File: src/rtl/btb_pkg.sv
// Shared BTB constants, set layout and counter helper.
package btb_pkg;

  localparam int unsigned PC_W       = 32;
  localparam int unsigned INDEX_W    = 3;
  localparam int unsigned TAG_W      = 27;
  localparam int unsigned SET_W      = 128;
  localparam int unsigned FSM_W      = 2;
  localparam int unsigned STARVE_W   = 2;
  localparam int unsigned OFFSET_LSB = 2;
  localparam int unsigned TAG_LSB    = 5;

  // Field bit positions inside a 128-bit set
  localparam int unsigned W1_VALID_BIT = 127;
  localparam int unsigned W1_TAG_LSB   = 100;
  localparam int unsigned W1_TGT_LSB   = 68;
  localparam int unsigned W1_FSM_LSB   = 66;
  localparam int unsigned W2_VALID_BIT = 63;
  localparam int unsigned W2_TAG_LSB   = 36;
  localparam int unsigned W2_TGT_LSB   = 4;
  localparam int unsigned W2_FSM_LSB   = 2;
  localparam int unsigned LRU_BIT      = 0;

  localparam logic [FSM_W-1:0]    WEAK_TAKEN = 2'b10;
  localparam logic [FSM_W-1:0]    FSM_MAX    = 2'b11;
  localparam logic [FSM_W-1:0]    FSM_MIN    = 2'b00;
  localparam logic [STARVE_W-1:0] STARVE_MAX = 2'b11;
  localparam logic [INDEX_W-1:0]  INDEX_MAX  = 3'd7;

  typedef enum logic [1:0] {
    ST_IDLE   = 2'd0,
    ST_UPD_WR = 2'd1,
    ST_FLUSH  = 2'd2
  } state_e;

  typedef struct packed {
    logic              valid;
    logic [TAG_W-1:0]  tag;
    logic [PC_W-1:0]   target;
    logic [FSM_W-1:0]  fsm;
  } way_t;

  // Reserved gaps are sized from the field positions above
  typedef struct packed {
    way_t                                  w1;
    logic [W1_FSM_LSB-W2_VALID_BIT-2:0]    rsv1;
    way_t                                  w2;
    logic [W2_FSM_LSB-LRU_BIT-2:0]         rsv0;
    logic                                  lru;
  } set_t;

  // Saturating 2-bit counter training; target follows taken outcomes only
  function automatic way_t train_way(input way_t w, input logic [PC_W-1:0] tgt, input logic taken);
    way_t r;
    r = w;
    if (taken) begin
      r.target = tgt;
      if (w.fsm != FSM_MAX) r.fsm = w.fsm + FSM_W'(1);
    end else if (w.fsm != FSM_MIN) begin
      r.fsm = w.fsm - FSM_W'(1);
    end
    return r;
  endfunction

endpackage

File: src/rtl/btb_set_update.sv
// Combinational read-modify of one BTB set for a resolved branch.
module btb_set_update
  import btb_pkg::*;
(
  input  logic [SET_W-1:0] old_set,
  input  logic [TAG_W-1:0] upd_tag,
  input  logic [PC_W-1:0]  upd_target,
  input  logic             upd_taken,
  output logic [SET_W-1:0] new_set_c,
  output logic             write_c
);

  set_t cur;
  set_t nxt;
  way_t fresh;
  logic hit1;
  logic hit2;
  logic alloc_w2;

  assign cur      = set_t'(old_set);
  assign hit1     = cur.w1.valid && (cur.w1.tag == upd_tag);
  assign hit2     = !hit1 && cur.w2.valid && (cur.w2.tag == upd_tag);
  // First invalid way wins; with both valid the lru bit names the victim
  assign alloc_w2 = cur.w1.valid && (!cur.w2.valid || cur.lru);
  assign fresh    = '{valid: 1'b1, tag: upd_tag, target: upd_target, fsm: WEAK_TAKEN};

  // Hit trains the way, taken miss allocates, untaken miss leaves the set alone
  always_comb begin
    nxt      = cur;
    nxt.rsv1 = '0;
    nxt.rsv0 = '0;
    write_c  = 1'b0;
    if (hit1) begin
      nxt.w1  = train_way(cur.w1, upd_target, upd_taken);
      nxt.lru = 1'b1;
      write_c = 1'b1;
    end else if (hit2) begin
      nxt.w2  = train_way(cur.w2, upd_target, upd_taken);
      nxt.lru = 1'b0;
      write_c = 1'b1;
    end else if (upd_taken) begin
      if (alloc_w2) begin
        nxt.w2  = fresh;
        nxt.lru = 1'b0;
      end else begin
        nxt.w1  = fresh;
        nxt.lru = 1'b1;
      end
      write_c = 1'b1;
    end
  end

  assign new_set_c = nxt;

endmodule

File: src/rtl/btb_update_ctrl.sv
// BTB set-memory arbiter: fetch lookups, branch updates and full flush.
module btb_update_ctrl
  import btb_pkg::*;
(
  input  logic               clk,
  input  logic               rst,
  input  logic               lu_req,
  input  logic [PC_W-1:0]    lu_pc,
  output logic               lu_ready,
  output logic               lu_rvalid,
  output logic [SET_W-1:0]   lu_set_data,
  output logic [TAG_W-1:0]   lu_tag,
  input  logic               upd_valid,
  input  logic [PC_W-1:0]    upd_pc,
  input  logic [PC_W-1:0]    upd_target,
  input  logic               upd_taken,
  output logic               upd_ready,
  input  logic               flush_req,
  output logic               flush_done,
  output logic               mem_en,
  output logic               mem_we,
  output logic [INDEX_W-1:0] mem_idx,
  output logic [SET_W-1:0]   mem_wdata,
  input  logic [SET_W-1:0]   mem_rdata,
  output logic               busy
);

  state_e              state;
  logic [STARVE_W-1:0] starve_cnt;
  logic [INDEX_W-1:0]  flush_cnt;
  logic [INDEX_W-1:0]  upd_idx_q;
  logic [TAG_W-1:0]    upd_tag_q;
  logic [PC_W-1:0]     upd_target_q;
  logic                upd_taken_q;
  logic                lu_grant;
  logic                upd_grant;
  logic [SET_W-1:0]    new_set;
  logic                set_write;
  logic                unused_pc_bits;

  assign unused_pc_bits = ^{lu_pc[OFFSET_LSB-1:0], upd_pc[OFFSET_LSB-1:0]};

  btb_set_update u_set_update (
    .old_set    (mem_rdata),
    .upd_tag    (upd_tag_q),
    .upd_target (upd_target_q),
    .upd_taken  (upd_taken_q),
    .new_set_c  (new_set),
    .write_c    (set_write)
  );

  // Same-cycle arbitration and memory port drive; reset blocks every access
  always_comb begin
    lu_grant  = 1'b0;
    upd_grant = 1'b0;
    mem_en    = 1'b0;
    mem_we    = 1'b0;
    mem_idx   = '0;
    mem_wdata = '0;
    if (!rst) begin
      case (state)
        ST_IDLE: begin
          if (!flush_req) begin
            if (upd_valid && (!lu_req || (starve_cnt == STARVE_MAX))) begin
              upd_grant = 1'b1;
              mem_en    = 1'b1;
              mem_idx   = upd_pc[TAG_LSB-1:OFFSET_LSB];
            end else if (lu_req) begin
              lu_grant = 1'b1;
              mem_en   = 1'b1;
              mem_idx  = lu_pc[TAG_LSB-1:OFFSET_LSB];
            end
          end
        end
        ST_UPD_WR: begin
          mem_en    = set_write;
          mem_we    = set_write;
          mem_idx   = upd_idx_q;
          mem_wdata = new_set;
        end
        ST_FLUSH: begin
          mem_en    = 1'b1;
          mem_we    = 1'b1;
          mem_idx   = flush_cnt;
          mem_wdata = '0;
        end
        default: ;
      endcase
    end
  end

  assign lu_ready    = lu_grant;
  assign upd_ready   = upd_grant;
  assign busy        = (state != ST_IDLE);
  assign lu_set_data = lu_rvalid ? mem_rdata : '0;

  // State, starvation counter, flush walk and captured request fields
  always_ff @(posedge clk) begin
    if (rst) begin
      state        <= ST_IDLE;
      starve_cnt   <= '0;
      flush_cnt    <= '0;
      lu_rvalid    <= 1'b0;
      lu_tag       <= '0;
      flush_done   <= 1'b0;
      upd_idx_q    <= '0;
      upd_tag_q    <= '0;
      upd_target_q <= '0;
      upd_taken_q  <= 1'b0;
    end else begin
      lu_rvalid  <= lu_grant;
      flush_done <= 1'b0;
      if (lu_grant) lu_tag <= lu_pc[PC_W-1:TAG_LSB];

      if (upd_grant) begin
        starve_cnt <= '0;
      end else if (upd_valid && (starve_cnt != STARVE_MAX)) begin
        starve_cnt <= starve_cnt + STARVE_W'(1);
      end

      case (state)
        ST_IDLE: begin
          if (flush_req) begin
            state     <= ST_FLUSH;
            flush_cnt <= '0;
          end else if (upd_grant) begin
            state        <= ST_UPD_WR;
            upd_idx_q    <= upd_pc[TAG_LSB-1:OFFSET_LSB];
            upd_tag_q    <= upd_pc[PC_W-1:TAG_LSB];
            upd_target_q <= upd_target;
            upd_taken_q  <= upd_taken;
          end
        end
        ST_UPD_WR: state <= ST_IDLE;
        ST_FLUSH: begin
          flush_cnt <= flush_cnt + INDEX_W'(1);
          if (flush_cnt == INDEX_MAX) begin
            state      <= ST_IDLE;
            flush_done <= 1'b1;
          end
        end
        default: state <= ST_IDLE;
      endcase
    end
  end

endmodule
File: config.mk
export PLATFORM = sky130hd
export DESIGN_NAME = btb_update_ctrl
export DESIGN_NICKNAME = d
export VERILOG_FILES = /design/src/rtl/btb_pkg.sv /design/src/rtl/btb_set_update.sv /design/src/rtl/btb_update_ctrl.sv
export SDC_FILE = /design/constraint.sdc
export NUM_CORES = 1
export LEC_CHECK = 0
export ABC_AREA = 1
export BUFFER_PORTS_ARGS = -buffer_cell sky130_fd_sc_hd__buf_2
export CORE_AREA = 2 2 205 207
export CTS_CLUSTER_SIZE = 16
export DETAILED_ROUTE_END_ITERATION = 10
export DIE_AREA = 0 0 207 209
export PLACE_DENSITY = 0.57
export REMOVE_ABC_BUFFERS = 1
export SLEW_MARGIN = 20
export SYNTH_ARGS = -nofsm -noshare
export SYNTH_HDL_FRONTEND = slang
export SYNTH_SLANG_ARGS = --single-unit
File: constraint.sdc
create_clock -name clk -period 2.1 [get_ports clk]
set_input_delay 0.315 -clock clk [delete_from_list [all_inputs] [get_ports clk]]
set_output_delay 0.315 -clock clk [all_outputs]
set_load 0.03 [all_outputs]
Yosys cells after proc, flatten, opt, wreduce, memory -nomap -nowiden
Index checks and enable logic that the tools add are counted.
{"block": "word_totals", "register_bits": 99, "in_bits": 230, "wordCells": 104}
{"block": "op_classes", "addsub": 6, "n_eq_ne": 12, "muxes": 53, "n_bitwise": 2, "n_reduce_logical": 21}
{"op": "2-to-1 mux 62 bit", "count": 8}
{"op": "2-to-1 mux 128 bit", "count": 3}
{"op": "2-to-1 mux 32 bit", "count": 2}
{"op": "== test 27 bit", "count": 2}
{"op": "2-to-1 mux 1 bit", "count": 21}
{"op": "2-to-1 mux 2 bit", "count": 9}
{"op": "2-to-1 mux 3 bit", "count": 5}
{"op": "!= test 2 bit (second input constant)", "count": 5}
{"op": "case mux 3 bit (3 select lines)", "count": 1}
{"op": "nonzero test 2 bit", "count": 4}
{"op": "adder 2 x 1 -> 2 bit (second input constant)", "count": 3}
{"op": "logical AND 1 bit", "count": 6}
{"op": "case mux 3 bit (2 select lines)", "count": 1}
{"op": "== test 2 bit (second input constant)", "count": 2}
{"op": "case mux 2 bit (2 select lines)", "count": 1}
{"op": "AND reduction 2 bit", "count": 2}
{"op": "OR reduction 2 bit", "count": 2}
{"op": "subtractor 2 x 1 -> 2 bit (second input constant)", "count": 2}
{"op": "adder 3 x 1 -> 3 bit (second input constant)", "count": 1}
{"op": "== test 3 bit (second input constant)", "count": 1}
{"op": "logical NOT 1 bit", "count": 3}
{"op": "!= test 3 bit (second input constant)", "count": 1}
{"op": "case mux 1 bit (3 select lines)", "count": 1}
{"op": "AND reduction 3 bit", "count": 1}
{"op": "other kinds (5)", "count": 7}

Depth between registers and ports, before layout
Gate-level depths: netlist of run 1.
{"block": "logic_depth", "depth_word": 10, "ltp_mapped": 15}

Modules after synthesis
Synthesis of run 1 repeated with hierarchy kept, for this count alone.
{"block": "unflattened", "hier_cells": 2060, "area_unflattened_um2": 10376.2}
{"module": "btb_update_ctrl", "n_inst": 1, "cells_each": 1033, "area_each_um2": 5838.1, "seq_area_each_um2": 1981.9}
{"module": "btb_set_update", "n_inst": 1, "cells_each": 1027, "area_each_um2": 4538.1, "seq_area_each_um2": 0.0}

Least setup slack after synthesis of run 1
OpenSTA, ideal clock, no wires.
{"block": "synth_path", "kind": "flip-flop to output port", "from": "reg upd_tag_q[22]", "to": "out mem_wdata[0]", "arrival_ns": 2.097, "required_time_ns": 1.785, "path_slack_ns": -0.312, "stages_incl_launch_ff": 10, "path_cell_list": "dfxtp_1 -> buf_4 -> xnor2_2 -> nor2b_1 -> nand3_1 -> nor2_1 -> nand2_2 -> buf_2 -> buf_4 -> a211oi_1"}
{"block": "synth_between", "elab_chain_len": 9, "word_cells_on_any_way": 10}
{"element": "start: declaration", "line_no": "btb_update_ctrl.sv:32", "rtl": "logic [TAG_W-1:0] upd_tag_q;"}
{"element": "start signal: assignment", "line_no": "btb_update_ctrl.sv:129", "rtl": "upd_tag_q <= upd_pc[PC_W-1:TAG_LSB];"}
{"element": "== test 27 bit", "line_no": "btb_set_update.sv:21", "rtl": "assign hit1 = cur.w1.valid && (cur.w1.tag == upd_tag);"}
{"element": "logical AND 1 bit", "line_no": "btb_set_update.sv:21"}
{"element": "logical NOT 1 bit", "line_no": "btb_set_update.sv:22", "rtl": "assign hit2 = !hit1 && cur.w2.valid && (cur.w2.tag == upd_tag);"}
{"element": "logical AND 1 bit (2 in series)", "line_no": "btb_set_update.sv:22"}
{"element": "2-to-1 mux 1 bit", "line_no": "btb_set_update.sv:37", "rtl": "end else if (hit2) begin"}
{"element": "2-to-1 mux 1 bit *", "line_no": "btb_set_update.sv:33", "rtl": "if (hit1) begin"}
{"element": "2-to-1 mux 128 bit *", "line_no": "btb_update_ctrl.sv:61", "rtl": "case (state)"}
{"element": "2-to-1 mux 128 bit *", "line_no": "btb_update_ctrl.sv:60", "rtl": "if (!rst) begin"}
{"element": "end: declaration", "line_no": "btb_update_ctrl.sv:23", "rtl": "output logic [SET_W-1:0] mem_wdata,"}
Mark *: on every way between the ends. The rest lies on a longest branch, timed or not.

Final worst setup path of run 1
{"block": "layout_path", "from": "reg upd_tag_q[8]", "to": "out mem_wdata[14]"}
{"block": "layout_between", "elab_chain_len": 9, "word_cells_on_any_way": 10}
{"element": "== test 27 bit", "line_no": "btb_set_update.sv:21"}
{"element": "logical AND 1 bit", "line_no": "btb_set_update.sv:21"}
{"element": "logical NOT 1 bit", "line_no": "btb_set_update.sv:22"}
{"element": "logical AND 1 bit (2 in series)", "line_no": "btb_set_update.sv:22"}
{"element": "2-to-1 mux 62 bit", "line_no": "btb_set_update.sv:37"}
{"element": "2-to-1 mux 62 bit *", "line_no": "btb_set_update.sv:33"}
{"element": "2-to-1 mux 128 bit *", "line_no": "btb_update_ctrl.sv:61"}
{"element": "2-to-1 mux 128 bit *", "line_no": "btb_update_ctrl.sv:60"}
Marked as above.

==> results by group, run 1 <==
Outcome
  – Outcome: finished, violations left
  – Failing checks: negative setup slack

Clock network
  – Root Buffer: clkbuf_16
  – Clock sinks: 99
  – CTS clk-pin slew, worst paths: 0.09 ns
  – H-tree lvl count: 3
  – Clk buf depth: 2
  – Clock latency on the worst-skew pair: 0.38 ns
  – CTS buffer count: 9
  – CTS tree: done
  – Cts hold-fix bufs: 0

STA
  – Worst hold margin: 0.1126 ns
  – Worst Tran Pin Value: 0.5612 ns
  – Clk_skew: 0.01678 ns
  – PnR worst setup slack: -0.7393 ns
  – Fin crit share: 135.2%
  – Max Slew Vio Count: 0
  – RSZ-0062 raised after global routing: yes
  – Final setup vio count: 132
  – Hold Fails Final Rpt: 0
  – Max Freq: 0.3522 GHz
  – Relative slew slack: 62.58%
  – Post-route minimum period: 2.839 ns

Detailed routing
  – Wirelength per Cell: 18.04 µm
  – DRT Pass-1 Iters: 5
  – # DRC: 0
  – Total wire length: 56440 µm
  – Vias per cell: 4.772
  – Initial drt markers: 993
  – Antenna Nets Post-Route: 0
  – Vias: 14928

Run
  – Max-cap violation count: 0

Cells and area
  – Fillcell total: 4315
  – Layout cells sized above 1: 43.93%
  – Layout area overhead: 81.53%
  – Most common cell after layout, fill and taps aside: nand2_1
  – Sequential cell area: 2066 µm²
  – Non-Filler Instances: 3128
  – Finished Cell Area: 18040 µm²
  – Area of the multi-input gates: 7777 µm²
  – Commonest non-fill, non-tap cells in the layout: nand2_1, buf_2, nor2_1
  – Nets: 2818

Place
  – Cell Area, Placed: 14250 µm²
  – Gpl congestion: 0.9883
  – Placed Instances: 3039
  – Dpl hpwl: 38490 µm
  – Port bufs: 515

Yosys
  – Area contributors post-synth: nand2_1, dfxtp_1, nor2_1
  – YS warnings: 0
  – Yosys reg bits: 99
  – Synth Flop Type: dfxtp_1
  – Mapped Cells: 1922
  – Avg Inst Size Synth: 5.170 µm²
  – Library cells used by synthesis: 40
  – Mapped cell area: 9936 µm²
  – Async set-reset flop share out of synthesis: 0%
  – EDFF count, synth: 0
  – Area share of the largest cell type after synthesis: 24.37%
  – Area leader, netlist: nand2_1
  – Sequential area share after synthesis: 19.95%

Floorplanning
  – Num rows: 75
  – Core region area: 41290 µm²
  – Initial core utilization: 24.06%
  – DIE AREA: 43260 µm²
  – Chip height: 209 µm
  – Ports: 523
  – Die extent in x: 207 µm

Setup path
  – Worst-path fanout max: 15
  – Critical register-to-register path startpoint: state[0]$_SDFFE_PP0P_
  – Setup crit end kind: output port
  – Worst flop-to-flop path endpoint: state[1]$_SDFFE_PP0P_
  – Worst reg-to-reg setup slack: 0.06 ns
  – Type of origin of the critical path: flip-flop
  – Critical Path RT: 1.78 ns
  – Arrival @ worst endpoint: 2.52 ns
  – R2R depth: 14
  – Crit path kind: flip-flop to output port

Global route
  – Initial antenna violation count: 2
  – GRT Overall Usage: 24.06%
  – Grt ovf: 0
  – First-pass GRT wire length: 81460 µm
  – Vias in the first global route: 14189
  – Largest net degree at the start of global routing: 130

Power
  – Power density over the cells: 338.8 nW/µm²
  – Leak pwr: 10.23 nW
  – Max VDD drop: 0.0003298 V

Worst hold path
  – WHS Path Cells: 3
  – Hold crit path type: input pin to flip-flop
  – Hold path start: upd_target[3]
  – End of the worst hold path: upd_target_q[3]$_SDFFE_PP0P_
==> cell type report <==
cell class / count / area share [%]
inverters: 304 / 6.466
clock buffers: 10 / 1.325
flip-flops and latches: 99 / 11.45
repair buffers: 755 / 33.49
multi-input cells: 1412 / 43.12
diodes: 3 / 0.04162
clock inverters: 6 / 0.3677
well taps: 539 / 3.739
==> critical path, cell delays in order (launching register included) <==
cell,delay (ns)
dfxtp_4,0.37
inv_2,0.07
nand2_1,0.06
nand2_2,0.13
nand3_2,0.08
nor2_2,0.13
nand2_1,0.07
nor2_2,0.15
nand2_4,0.11
buf_12,0.14
nand3_4,0.08
buf_6,0.16
buf_12,0.16
nor2_1,0.07
nor2_2,0.17
buf_6,0.16
==> repair_timing <==
item | CTS | global route
pin swaps | 90 | 79
gates resized for setup | 523 | 224
setup endpoints to repair | 132 | 132
cloned | 14 | 11
setup buffers | 25 | 27
==> cell families (layout without fill, tap and decap cells) <==
kind of cell | after synthesis | count (layout) | synth area share, %
xor+xnor | 20 | 20 | 1.839
compound gates | 258 | 258 | 14.48
simple gates | 1124 | 1124 | 45.67
buf+inv | 413 | 1075 | 17.14
other cells | 1 | 6 | 0.03774
flops | 99 | 99 | 19.95
fa+ha+maj | 7 | 7 | 0.8815
==> layer usage <==
metal	vias up	track usage, %	part of all wire, %
met5	-	0	0
met4	0	7.734	3.3
met3	110	4.809	7.0
met2	699	41.98	49
met1	6950	29.59	41
li1	7169	-	-
==> synthesized netlist by cell type, types with 13 or more instances <==
| library cell | instances |
|---|---|
| inv_2 | 13 |
| nand3b_1 | 33 |
| nand2_1 | 645 |
| xnor2_1 | 16 |
| inv_1 | 283 |
| a31oi_1 | 33 |
| o21ai_0 | 93 |
| nor2_1 | 338 |
| nand3_1 | 85 |
| a21oi_1 | 76 |
| o21ai_1 | 14 |
| o21bai_1 | 33 |
| dfxtp_1 | 99 |
| buf_2 | 32 |
| clkbuf_1 | 54 |
==> where the power goes <==
part | total [mW] | switching, mW | internal (mW)
sequential | 2.03 | 0.0843 | 1.94
combinational | 2.25 | 1.36 | 0.889
clock | 1.83 | 0.954 | 0.878
==> stage by stage <==
stage	setup WS [ns]	TNS (ns)	utilization, %	power, mW
after global routing	-0.8224	-97.34	43.68	6.443
final	-0.7393	-83.63	43.68	6.110
after floorplan	-3.478	-576.55	-	3.046
after global placement	-0.5743	-54.87	34.52	3.942
after detailed placement	-0.5249	-53.22	34.52	3.958
after CTS	-0.7370	-82.41	41.02	6.043
==> registers in the layout, summed over array words and instances, names as in the netlist <==
name	count
upd_idx_q	3
upd_taken_q	1
starve_cnt	2
upd_target_q	32
lu_rvalid	1
lu_tag	27
upd_tag_q	27
flush_done	1
flush_cnt	3
state	2
==> how the worst max path moves through the flow <==
stage	start	end	slack, ns	cells after the start
floorplan	state[1]$_SDFFE_PP0P_	mem_wdata[0]	-3.48	6
global placement	mem_rdata[52]	mem_wdata[68]	-0.57	14
detailed placement	mem_rdata[110]	mem_wdata[67]	-0.52	13
CTS	upd_tag_q[5]$_SDFFE_PP0P_	mem_wdata[20]	-0.74	17
global route	upd_tag_q[10]$_SDFFE_PP0P_	mem_wdata[38]	-0.82	16
finish	upd_tag_q[8]$_SDFFE_PP0P_	mem_wdata[14]	-0.74	15
No activity file was read; power rests on OpenSTA's default activity.
==> inputs of run 2 (changes only) <==
HOLD_SLACK_MARGIN = 0.12   (was not set)
==> run 2 against run 1 <==
Compared with the run above:
- the flow still finishes with violations (negative setup slack)
- sequential share of layout area decreased by 0.26 points
- power increased by 0.94%
- global-route usage increased by 0.074 points
- clock skew decreased by 0.0013 ns
==> results by group, run 2 (same netlist as run 1, synthesis figures left out) <==
Place
  – Placed Instances: 3039 (unchanged)
  – Dpl hpwl: 38490 µm (unchanged)
  – Port bufs: 515 (unchanged)
  – Gpl congestion: 0.9883 (unchanged)

Floorplanning
  – Die extent in x: 207 µm (unchanged)
  – Ports: 523 (unchanged)
  – DIE AREA: 43260 µm² (unchanged)
  – Initial core utilization: 24.06% (unchanged)
  – Core region area: 41290 µm² (unchanged)
  – Chip height: 209 µm (unchanged)
  – Num rows: 75 (unchanged)

Setup path
  – Slowest cell on the critical path: dfxtp_2
  – Crit path kind: flip-flop to output port
  – Critical Path RT: 1.78 ns (about the same)
  – Most used cell, CP: nor2_2
  – Arrival @ worst endpoint: 2.52 ns (about the same)
  – Worst-path fanout max: 8 (-7)
  – Crit-path cells: buf_4 > nand2_2 > nand4_1 > nor2_2 > nand2_1 > nor2_2 > nand2_4 > buf_12 > nand3_4 > buf_12 > buf_16 > nor2_2 > nor2_1 > buf_4
  – Setup crit end kind: output port
  – Type of origin of the critical path: flip-flop
  – CP peak stage delay: 0.35 ns (-0.02 ns)

Power
  – Logic gate share of total power: 37.4% (+0.6 points)
  – Power density over the cells: 333.9 nW/µm² (-1.4%)
  – NetSw: 2.422 mW (+0.97%)
  – Max VDD drop: 0.0003291 V (-0.21%)
  – Tot Pwr: 6.167 mW (+0.94%)
  – Switching share of power: 39.28% (about the same)
  – Clock power share: 29.7% (-0.3 points)
  – Flop pwr share: 32.9% (-0.3 points)
  – Leak pwr: 10.33 nW (+1.0%)
  – Internal power: 3.745 mW (+0.93%)

STA
  – Relative slew slack: 59.81% (-2.8 points)
  – Max Slew Vio Count: 0 (unchanged)
  – Max Freq: 0.3533 GHz (+0.31%)
  – PnR worst setup slack: -0.7304 ns (+0.008862 ns)
  – Post-route minimum period: 2.830 ns (-0.008862 ns)
  – Clk_skew: 0.01552 ns (-0.001265 ns)
  – Hold Fails Final Rpt: 0 (unchanged)
  – RSZ-0062 raised after global routing: yes
  – Final setup vio count: 132 (unchanged)
  – Worst Tran Pin Value: 0.6006 ns (+0.03941 ns)
  – Fin crit share: 134.8% (-0.42 points)

Detailed routing
  – Total wire length: 56350 µm (-0.15%)
  – Initial drt markers: 1074 (+8.2%)
  – DRT Pass-1 Iters: 5 (unchanged)
  – # DRC: 0 (unchanged)
  – Vias: 15031 (+0.69%)
  – Vias per cell: 4.772 (about the same)
  – Wirelength per Cell: 17.89 µm (-0.85%)
  – Antenna Nets Post-Route: 0 (unchanged)

Cells and area
  – Fin util: 44.74% (+1.1 points)
  – Top reg by flops: upd_target_q
  – Layout area overhead: 85.92%
  – Most common cell after layout, fill and taps aside: nand2_1
  – Commonest non-fill, non-tap cells in the layout: nand2_1, buf_2, nor2_1
  – Non-Filler Instances: 3150 (+0.70%)
  – Nets: 2842 (+0.85%)
  – Layout cells sized above 1: 43.68% (-0.25 points)
  – Max reg flops: 32 (unchanged)
  – Largest regs: upd_target_q: 32 flops, lu_tag: 27 flops, upd_tag_q: 27 flops

Clock network
  – CTS buffer count: 9 (unchanged)
  – CTS tree: done
  – Clock sinks: 99 (unchanged)
  – Root Buffer: clkbuf_16
  – Clock latency on the worst-skew pair: 0.38 ns (about the same)
  – CTS clk-pin slew, worst paths: 0.09 ns (about the same)
  – H-tree lvl count: 3 (unchanged)
  – Clk buf depth: 2 (unchanged)

Run
  – Max-cap violation count: 0 (unchanged)

Global route
  – Vias in the first global route: 14309 (+0.85%)
  – GRT Overall Usage: 24.13% (+0.074 points)
  – Initial antenna violation count: 1 (-1)
  – First-pass GRT wire length: 81830 µm (+0.45%)
  – Grt ovf: 0 (unchanged)
  – Largest net degree at the start of global routing: 130 (unchanged)

Outcome
  – Failing checks: negative setup slack
  – Outcome: finished, violations left

Worst hold path
  – Hold crit path type: input pin to flip-flop
==> run 2: cell count changes in the layout (fill, tap and decap cells not counted), moves of 6 or more <==
cell           before  now
a31oi_1            16    5
a31oi_4            11   17
buf_4             202  194
dlygate4sd3_1       0   31
nand2_1           523  537
nand2_2           106   75
nand2_4            16   33
nor2_2             46   52
==> run 2: final timing paths <==
| check | startpoint | cells after the start | end | slack (ns) |
|---|---|---|---|---|
| setup / recovery | upd_tag_q[13]$_SDFFE_PP0P_ | 14 | mem_wdata[33] | -0.73 |
| setup reg to reg | state[0]$_SDFFE_PP0P_ | 14 | state[1]$_SDFFE_PP0P_ | 0.06 |
| hold reg to reg | starve_cnt[1]$_SDFFE_PP0P_ | 2 | starve_cnt[1]$_SDFFE_PP0P_ | 0.47 |
| hold / removal | upd_target[5] | 3 | upd_target_q[5]$_SDFFE_PP0P_ | 0.15 |
==> run 2: layout make-up <==
| cell class | instances | area, µm² |
|---|---|---|
| diodes | 1 | 2.502 |
| clock buffers | 10 | 239.0 |
| clock inverters | 6 | 66.31 |
| fillers | 4248 | 22820 |
| inverters | 304 | 1171 |
| multi-input cells | 1412 | 8004 |
| flip-flops and latches | 99 | 2068 |
| well taps | 539 | 674.4 |
| repair buffers | 779 | 6247 |
==> run 2: worst max-delay path, delay by kind of cell (launching register included) <==
kind	cells	cell delay [ns]
flops	1	0.35
buf+inv	5	0.78
simple gates	9	0.99
==> run 2: per-layer routing <==
| layer | routed length, µm | track usage [%] | vias up |
|---|---|---|---|
| met5 | 0 | 0 | - |
| met4 | 1777 | 7.635 | 0 |
| li1 | - | - | 7214 |
| met1 | 23080 | 29.72 | 6972 |
| met2 | 27590 | 42.39 | 708 |
| met3 | 3914 | 4.448 | 137 |
==> run 2: stage by stage <==
step / worst slack, ns / TNS [ns] / hold WS, ns / cell area (µm²)
6_report: -0.7304 / -82.80 / 0.1480 / 18470
4_1_cts: -0.7370 / -82.41 / 0.1206 / 17250
2_1_floorplan: -3.478 / -576.55 / 0.3841 / 9382
5_1_grt: -0.8268 / -96.46 / 0.1280 / 18470
3_3_place_gp: -0.5743 / -54.87 / 0.4475 / 14250
3_5_place_dp: -0.5249 / -53.22 / 0.4588 / 14250
==> run 2: power by group through the flow <==
stage                     registers [mW]  clock network (mW)  logic (mW)
final                               2.03                1.83        2.30
after global routing                2.04                1.97        2.49
after CTS                           2.03                1.91        2.15
after detailed placement            2.07                   0        1.89
after global placement              2.06                   0        1.88
after floorplan                     2.13                   0       0.916
==> run 2: what timing repair did <==
action / 4_1_cts / 5_1_grt
buffers inserted: 25 / 24
gates resized for setup: 523 / 267
cloned: 14 / 8
pin swaps: 90 / 104
endpoints found under the setup margin: 132 / 132
hold buffers: 31 / 0
endpoints found under the hold margin: 31 / 0
